`src/rtl/alu_pipe.sv`:
```
// alu_pipe: registered ALU with a valid/ready handshake on both sides.
//
// Single-cycle ops (add, sub, and, or, shifts, compares, xor, reserved) are
// registered on the accept edge. Op 11 (unsigned multiply) runs an iterative
// shift-add over WIDTH cycles and returns the low WIDTH bits of the product.
// Overflow is reported for add, sub and multiply only.
//
// Ports:
//   clk, rst            rising-edge clock, synchronous active-high reset
//   in_valid/in_ready   request handshake; a, b, op, shift_amt sampled on accept
//   a, b                signed two's-complement operands
//   op                  operation code (0-11 defined, 12-15 reserved -> 0)
//   shift_amt           shift distance for ops 4-6 (b is ignored for shifts)
//   out_valid/out_ready result handshake; result/overflow held while stalled
//   result, overflow    registered result and overflow flag
//
// Optional: define ALU_FLAGS_EN to add registered zero, negative and carry
// outputs (carry = add carry-out, or a>=b unsigned for sub; 0 otherwise).

module alu_pipe #(
  parameter int WIDTH   = 32,
  parameter int SHAMT_W = $clog2(WIDTH)
) (
  input  logic               clk,
  input  logic               rst,
  input  logic               in_valid,
  output logic               in_ready,
  input  logic [WIDTH-1:0]   a,
  input  logic [WIDTH-1:0]   b,
  input  logic [3:0]         op,
  input  logic [SHAMT_W-1:0] shift_amt,
  output logic               out_valid,
  input  logic               out_ready,
  output logic [WIDTH-1:0]   result,
  output logic               overflow
`ifdef ALU_FLAGS_EN
  ,
  output logic               zero,
  output logic               negative,
  output logic               carry
`endif
);

  localparam int                 MSB    = WIDTH - 1;
  localparam logic [3:0]         OP_MUL = 4'd11;
  localparam logic [SHAMT_W-1:0] LAST   = SHAMT_W'(WIDTH - 1);

  typedef enum logic {IDLE, MUL} state_t;

  state_t state, state_next;

  logic               accept;
  logic               mul_last;
  logic [WIDTH-1:0]   sum, diff;
  logic [WIDTH-1:0]   alu_res;
  logic               alu_ov;
  logic [2*WIDTH-1:0] mcand, acc, acc_next;
  logic [WIDTH-1:0]   mplier;
  logic [SHAMT_W-1:0] cnt;

  assign in_ready = (state == IDLE) && (!out_valid || out_ready);
  assign accept   = in_valid && in_ready;

`ifdef ALU_FLAGS_EN
  logic [WIDTH:0] add_x, sub_x;
  logic           alu_carry;
  assign add_x = {1'b0, a} + {1'b0, b};
  assign sub_x = {1'b0, a} - {1'b0, b};
  assign sum   = add_x[MSB:0];
  assign diff  = sub_x[MSB:0];
  // Subtract reports "no borrow" (a >= b unsigned), the inverse of sub_x[WIDTH].
  always_comb begin
    alu_carry = 1'b0;
    if (op == 4'd0) alu_carry = add_x[WIDTH];
    else if (op == 4'd1) alu_carry = ~sub_x[WIDTH];
  end
`else
  assign sum  = a + b;
  assign diff = a - b;
`endif

  // Single-cycle datapath; the op 11 arm is unused because multiply
  // results come from the accumulator.
  always_comb begin
    alu_res = '0;
    alu_ov  = 1'b0;
    case (op)
      4'd0: begin
        alu_res = sum;
        alu_ov  = (a[MSB] == b[MSB]) && (sum[MSB] != a[MSB]);
      end
      4'd1: begin
        alu_res = diff;
        alu_ov  = (a[MSB] != b[MSB]) && (diff[MSB] != a[MSB]);
      end
      4'd2:  alu_res = a & b;
      4'd3:  alu_res = a | b;
      4'd4:  alu_res = a << shift_amt;
      4'd5:  alu_res = a >> shift_amt;
      4'd6:  alu_res = $signed(a) >>> shift_amt;
      4'd7:  alu_res = {{(WIDTH-1){1'b0}}, ($signed(a) > $signed(b))};
      4'd8:  alu_res = {{(WIDTH-1){1'b0}}, ($signed(a) < $signed(b))};
      4'd9:  alu_res = a ^ b;
      4'd10: alu_res = {{(WIDTH-1){1'b0}}, (a < b)};
      default: begin
        alu_res = '0;
        alu_ov  = 1'b0;
      end
    endcase
  end

  always_comb begin
    acc_next = acc + (mplier[0] ? mcand : '0);
  end

  always_comb begin
    state_next = state;
    mul_last   = 1'b0;
    case (state)
      IDLE: if (accept && op == OP_MUL) state_next = MUL;
      MUL: begin
        if (cnt == LAST) begin
          state_next = IDLE;
          mul_last   = 1'b1;
        end
      end
      default: state_next = IDLE;
    endcase
  end

  always_ff @(posedge clk) begin
    if (rst) begin
      state     <= IDLE;
      out_valid <= 1'b0;
      result    <= '0;
      overflow  <= 1'b0;
      mcand     <= '0;
      mplier    <= '0;
      acc       <= '0;
      cnt       <= '0;
`ifdef ALU_FLAGS_EN
      zero      <= 1'b0;
      negative  <= 1'b0;
      carry     <= 1'b0;
`endif
    end else begin
      state <= state_next;

      // Retire first; a same-edge accept or multiply completion overrides.
      if (out_valid && out_ready) out_valid <= 1'b0;

      if (accept) begin
        if (op == OP_MUL) begin
          mcand  <= {{WIDTH{1'b0}}, a};
          mplier <= b;
          acc    <= '0;
          cnt    <= '0;
        end else begin
          result    <= alu_res;
          overflow  <= alu_ov;
          out_valid <= 1'b1;
`ifdef ALU_FLAGS_EN
          zero      <= (alu_res == '0);
          negative  <= alu_res[MSB];
          carry     <= alu_carry;
`endif
        end
      end

      if (state == MUL) begin
        acc    <= acc_next;
        mcand  <= mcand << 1;
        mplier <= mplier >> 1;
        cnt    <= cnt + 1'b1;
        if (mul_last) begin
          result    <= acc_next[MSB:0];
          overflow  <= |acc_next[2*WIDTH-1:WIDTH];
          out_valid <= 1'b1;
`ifdef ALU_FLAGS_EN
          zero      <= (acc_next[MSB:0] == '0);
          negative  <= acc_next[MSB];
          carry     <= 1'b0;
`endif
        end
      end
    end
  end

endmodule
```
`config.mk`:
```
export PLATFORM = sky130hd
export DESIGN_NAME = alu_pipe
export DESIGN_NICKNAME = d
export VERILOG_FILES = /design/src/rtl/alu_pipe.sv
export SDC_FILE = /design/constraint.sdc
export NUM_CORES = 1
export LEC_CHECK = 0
export ABC_AREA = 1
export BUFFER_PORTS_ARGS = -buffer_cell sky130_fd_sc_hd__buf_4
export CAP_MARGIN = 20
export CORE_MARGIN = 2
export CORE_UTILIZATION = 30
export DETAILED_ROUTE_END_ITERATION = 8
export PLACE_DENSITY = 0.44
export SLEW_MARGIN = 20
export SYNTH_ARGS = -nofsm -noshare
export SYNTH_HDL_FRONTEND = slang
export SYNTH_SLANG_ARGS = --single-unit
```
`constraint.sdc`:
```
create_clock -name clk -period 3.6 [get_ports clk]
set_clock_uncertainty 0.05 [all_clocks]
set_input_delay 0.54 -clock clk [delete_from_list [all_inputs] [get_ports clk]]
set_output_delay 0.54 -clock clk [all_outputs]
set_load 0.01 [all_outputs]
```
==> flow_summary_export.csv, run 1 <==
group,metric,value,unit
clock_tree,clockBufferDepth,2,
sta,worstMarginPinSlew,840,ps
finish,final_net_count,4745,
route,wirelength,125,mm
finish,area_growth,20.8,%
setup_path,path_cells,"buf_12 -> nand2_1 -> inv_1 -> ha_1 -> nand2_1 -> nor2_2 -> nand2_1 -> buf_4 -> nor2_1 -> nand3_1 -> nand3_1 -> nand2_1 -> nor2_1 -> nand2_1 -> nor2_1 -> buf_4 -> nand3_1 -> nand2_1 -> a21oi_2",
clock_tree,cts-root-buf,"clkbuf_16",
synth,ys_types,59,
synth,async_reset_ff_share,0,%
sta,final_max_slew_viol_count,0,
global_route,grt_antenna_before_repair,3,
worst_hold_path,hold_path_end,"out_valid",
sta,layout_min_cycle_time,3460,ps
setup_path,cp_top_family,"simple AND/OR/NAND/NOR gates",
floorplanning,ios,112,
setup_path,r2r-start,"mplier[0]",
finish,final_util,36.7,%
setup_path,cpMaxStageDelayCell,"dfxtp_4",
power_and_ir_drop,power_frac_comb,34.7,%
clock_tree,path_clk_slew,80,ps
route,route.vias.total,28200,
synth,synth_edf_count,0,
finish,mostFrequentLayoutCell,"nand2_1",
status,status,"finished clean",
synth,syn_avg_cell_area,5.53,um^2
global_route,grt_pass1_wl,180,mm
sta,final.setup.worst_slack,144,ps
setup_path,critPathBufInv,4,
synth,netlist_area,23200,um^2
global_route,first_global_vias,26200,
sta,max_freq,289,MHz
worst_hold_path,hold_start,"out_ready",
finish,drive_gt1_share,13.5,%
setup_path,end_kind,"flip-flop",
route,detail_route.iter0.violations,3105,
route,dr.pass1.iters,6,
sta,finalSetupViolations,0,
finish,final_cell_mix,"nand2_1 (1447), inv_1 (619), buf_4 (458), a21oi_1 (398), nor2_1 (278)",
synth,postSynthNetCount,4428,
setup_path,worstPathMaxFanout,19,
sta,slew_headroom,43.9,%
sta,rsz0062_at_grt,"false",
clock_tree,clk_latency,510,ps
clock_tree,h-tree-depth,4,
power_and_ir_drop,switchingPower,0.00264,W
setup_path,critPathRequiredTime,3930,ps
synth,synth_ff_type,"dfxtp_1",
sta,min_period_over_period,96.0,%
power_and_ir_drop,swShare,39.7,%
synth,yosys_warnings,0,
global_route,overflow,0,
clock_tree,cts_hold_buf,0,
synth,synthCells,4187,
route,wl_per_cell,22.6,um
power_and_ir_drop,p_clk_share,31.2,%
synth,yosysSeqAreaShare,17.3,%
setup_path,rr_worst_depth,19,
floorplanning,die_y,282,um
setup_path,slowest_delay,420,ps
global_route,grt_use_total,31.1,%
sta,hold_ws,290,ps
route,drc,0,
floorplanning,die_w,282,um
sta,finalHoldViolations,0,
clock_tree,cts_sinks,200,
setup_path,worst_r2r_endpoint,"overflow",
run,cap_violations,0,
placed_design,routabilityCongestion,1.04,
power_and_ir_drop,powerDensity,238,nW/um^2
floorplanning,core_region_area,76200,um^2
power_and_ir_drop,internal_power,0.00401,W
power_and_ir_drop,p_leak,14.5,nW
worst_hold_path,whs_path_depth,4,
setup_path,critPathKind,"flip-flop to flip-flop",
synth,ys_seq_elements,200,
floorplanning,rows,101,
route,viasPerCell,5.09,
route,ant_nets,0,
power_and_ir_drop,seqPwrFrac,34.1,%
power_and_ir_drop,peakVddDrop,0.329,mV
placed_design,numPortBuffers,111,
global_route,grt_max_degree,126,
finish,fillerInstances,8861,
setup_path,crit_arrival,3780,ps
clock_tree,cts_tree,"done",
placed_design,pre_cts_ws,27.4,ps
floorplanning,die_area,79500,um^2
clock_tree,numCtsBuffers,17,
setup_path,reg2reg_slack,140,ps
setup_path,cpMostUsedCell,"nand2_1",
floorplanning,start_util,30.4,%
setup_path,cp-start-kind,"flip-flop",
sta,fin_tns_setup,0,ps
placed_design,hpwlAfterDp,105,mm
power_and_ir_drop,power,0.00666,W
worst_hold_path,min_path_type,"primary input to flip-flop",
-- logic make-up after synthesis --
| kind of cell | Yosys count | share of synthesized area (%) |
|---|---|---|
| flip-flops | 200 | 17.3 |
| adder cells (fa/ha/maj) | 164 | 8.95 |
| AO/OA/AOI/OAI | 867 | 21.0 |
| AND/OR/NAND/NOR | 2089 | 36.8 |
| multiplexers | 16 | 0.691 |
| XOR/XNOR | 32 | 1.21 |
| buffers and inverters | 819 | 14.1 |
-- metal layers --
layer  part of all wire (%)  vias up  global-route usage, %
met5                 0.0096        -                      0
met4                    2.3        2                   7.36
met3                    7.9      119                   5.02
met2                     42     1034                   46.5
met1                     48    13100                   46.0
li1                       -    14000                      -
-- registers in the layout, indices dropped and copies added, names as in the netlist --
| signal | flops |
|---|---|
| overflow | 1 |
| mcand | 64 |
| cnt | 5 |
| acc | 64 |
| state | 1 |
| mplier | 32 |
| result | 32 |
| out_valid | 1 |
-- cells in the mapped netlist (all sizes together), types with 2 or more instances --
cell type     n  area share [%]
a21boi        5            0.18
buf          94             2.3
o2111ai       6            0.23
o21bai        4            0.13
a31oi        21            0.57
nand3b       16            0.53
dfxtp       200              17
o22ai        10            0.27
mux2i        16            0.69
o211ai       21            0.68
a221oi       10            0.38
o21a         18            0.58
o21ai       279             6.2
or2          14            0.38
inv         639              10
clkinv        6           0.097
xor2         32             1.2
and3          2           0.054
nand4        44             1.2
nor3         36            0.80
a32oi         8            0.30
nor2        311             5.4
nor4          6            0.19
clkbuf       80             1.3
a21oi       411             9.1
o221ai        9            0.34
nand2      1461              24
a211oi       13            0.44
a22o          3            0.11
a21o          6            0.19
and2          5            0.13
fa            3            0.26
a22oi        40             1.3
nand3       194             4.3
ha          161             8.7
-- power by group through the flow --
stage               logic (W)  clock network [W]  registers [W]
floorplan             0.00107                  0        0.00231
global placement      0.00226                  0        0.00232
detailed placement    0.00224                  0        0.00232
CTS                   0.00225            0.00212        0.00227
global route          0.00245            0.00221        0.00227
finish                0.00231            0.00208        0.00227
-- worst max path at each step --
stage               startpoint        to  cells after the start
floorplan            mplier[0]  overflow                     22
global placement     mplier[0]  overflow                     19
detailed placement   mplier[0]  overflow                     22
CTS                  mplier[0]  overflow                     22
global route         mplier[0]  overflow                     21
finish               mplier[0]  overflow                     19
-- area by class of cell --
class	count	area [um^2]	share of cell area [%]
timing repair buffer	472	3710	13.2
clock inverter	14	164	0.585
tap	1030	1290	4.60
antenna	2	5.00	0.0179
sequential	200	4010	14.3
multi-input combinational	3168	16000	57.0
clock buffer	18	429	1.53
inverter	645	2420	8.66
-- repair_timing --
| item | CTS | global route |
|---|---|---|
| buffers inserted | 0 | 1 |
| setup endpoints to repair | 1 | 1 |
| resized for setup | 1 | 11 |
-- per-stage QoR --
| step | area [um^2] | cells |
|---|---|---|
| floorplan | 23200 | 4187 |
| global placement | 27400 | 5514 |
| CTS | 27900 | 5546 |
| detailed placement | 27400 | 5514 |
| global route | 28000 | 5547 |
| finish | 28000 | 5549 |
-- worst reg2reg max path, cell delays in order, from the launching register on --
cell and delay, ps:
dfxtp_4 420, buf_12 180, nand2_1 100, inv_1 50, ha_1 380, nand2_1 150, nor2_2 190, nand2_1 160
buf_4 170, nor2_1 160, nand3_1 250, nand3_1 160, nand2_1 100, nor2_1 220, nand2_1 80, nor2_1 160
buf_4 130, nand3_1 70, nand2_1 80, a21oi_2 70
(Power assumes the default switching activity.)
==> inputs of run 2 (changes only) <==
Settings changed: CELL_PAD_IN_SITES_DETAIL_PLACEMENT set to 1, CELL_PAD_IN_SITES_GLOBAL_PLACEMENT set to 1, PLACE_DENSITY 0.44 to unset, PLACE_DENSITY_LB_ADDON set to 0.2.
==> flow_summary_export.csv, run 2 (synthesized netlist as in run 1, its figures left out) <==
group,metric,value,unit
status,status,"finished clean",
setup_path,end_kind,"flip-flop",
route,wl_per_cell,23.3,um
setup_path,cpMostUsedCell,"nand2_1",
placed_design,hpwlAfterDp,104,mm
sta,slew_headroom,34.0,%
setup_path,critPathBufInv,4,
global_route,grt_use_total,31.2,%
sta,layout_min_cycle_time,3400,ps
placed_design,numPlacedInstances,5351,
clock_tree,numCtsBuffers,17,
run,cap_violations,0,
sta,finalSetupViolations,0,
setup_path,critPathKind,"flip-flop to flip-flop",
global_route,overflow,0,
finish,area_growth,15.6,%
route,route.vias.total,28400,
sta,max_freq,295,MHz
clock_tree,cts_setup_buffers,0,
placed_design,routabilityCongestion,1.05,
finish,reg_top3,"acc x64, mcand x64",
sta,min_period_over_period,94.3,%
global_route,grt_max_degree,133,
global_route,first_global_vias,27200,
route,ant_nets,0,
clock_tree,clockBufferDepth,2,
power_and_ir_drop,powerDensity,249,nW/um^2
setup_path,cpMaxStageDelayCell,"dfxtp_2",
sta,rsz0062_at_grt,"false",
setup_path,crit_arrival,3750,ps
route,detail_route.iter0.violations,2907,
setup_path,path_cells,"buf_4 -> nand2_1 -> inv_1 -> ha_1 -> nand2_1 -> nor2_2 -> nand2_1 -> clkinv_1 -> nand3_1 -> nand3_4 -> buf_4 -> nand2_1 -> nand3b_1 -> nand2_1 -> nand2_1 -> nor2_1 -> nand2_1 -> nor2_1 -> nand3_1 -> nand2_1 -> a21oi_2",
clock_tree,cts-root-buf,"clkbuf_16",
sta,finalHoldViolations,0,
clock_tree,path_clk_slew,110,ps
floorplanning,die_area,79500,um^2
finish,antenna_cells,0,
finish,final_cells,5383,
sta,final_max_slew_viol_count,0,
floorplanning,ios,112,
clock_tree,h-tree-depth,4,
floorplanning,rows,101,
route,viasPerCell,5.27,
placed_design,numPortBuffers,111,
sta,fin_tns_setup,0,ps
clock_tree,cts_sinks,200,
power_and_ir_drop,p_leak,13.7,nW
setup_path,cp-start-kind,"flip-flop",
finish,drive_gt1_share,10.2,%
finish,mostFrequentLayoutCell,"nand2_1",
setup_path,cp_top_family,"simple AND/OR/NAND/NOR gates",
worst_hold_path,min_path_type,"primary input to flip-flop",
clock_tree,cts_tree,"done",
clock_tree,clk_latency,530,ps
sta,worstMarginPinSlew,991,ps
finish,final_cell_mix,"nand2_1 (1446), inv_1 (619), a21oi_1 (400), buf_4 (295), nor2_1 (281)",
floorplanning,die_y,282,um
setup_path,critPathRequiredTime,3950,ps
finish,final_util,35.1,%
global_route,grt_pass1_wl,183,mm
finish,final_net_count,4581,
power_and_ir_drop,power,0.00667,W
route,wirelength,125,mm
floorplanning,core_region_area,76200,um^2
floorplanning,start_util,30.4,%
route,drc,0,
setup_path,slowest_delay,380,ps
power_and_ir_drop,peakVddDrop,0.331,mV
floorplanning,die_w,282,um
route,dr.pass1.iters,6,
global_route,grt_antenna_before_repair,3,
setup_path,worstPathMaxFanout,16,
run 2: final timing paths:
path | startpoint | endpoint | slack (ps) | cells after the start
setup / recovery | mplier[0] | overflow | 200 | 21
hold / removal | b[12] | mplier[12] | 270 | 3
setup reg to reg | mplier[0] | overflow | 200 | 21
hold reg to reg | mcand[62] | mcand[63] | 410 | 2
run 2: timing repair:
item	4_1_cts	5_1_grt
hold endpoints to repair	0	0
endpoints found under the setup margin	0	1
gates resized for setup	0	7
hold buffers	0	0
run 2: cell type report:
class	instances	area, um^2
multi-input combinational	3168	16000
fill	10400	49400
clock inverter	15	218
clock buffer	17	425
tap	1030	1290
sequential	200	4010
inverter	645	2420
timing repair buffer	308	2470
run 2: report_power, final:
group	switching (W)	leakage, nW	internal, W
logic	0.00145	11.8	0.000644
clock network	0.00132	0.311	0.000987
registers	0.0000315	1.62	0.00224
run 2: layer usage:
layer	vias to the layer above	track usage, %	part of all wire [%]
met3	151	3.99	7.3
met1	13500	45.6	48
met2	1006	47.1	42
met5	-	0	0.035
li1	13700	-	-
met4	6	9.52	3.0
run 2: per-stage QoR:
stage | hold WS [ps] | worst slack, ps | instance area (um^2)
after floorplan | 390 | 879 | 23200
after global placement | 402 | 131 | 26100
after detailed placement | 409 | 202 | 26100
after CTS | 248 | 195 | 26800
after global routing | 267 | 3.66 | 26800
final | 268 | 205 | 26800
run 2: worst reg2reg max path: stages, from the launching register on:
cell	delay, ps
dfxtp_2	380
buf_4	290
nand2_1	90
inv_1	60
ha_1	270
nand2_1	190
nor2_2	90
nand2_1	170
clkinv_1	160
nand3_1	210
nand3_4	170
buf_4	200
nand2_1	100
nand3b_1	120
nand2_1	90
nand2_1	50
nor2_1	160
nand2_1	70
nor2_1	110
nand3_1	100
nand2_1	100
a21oi_2	50
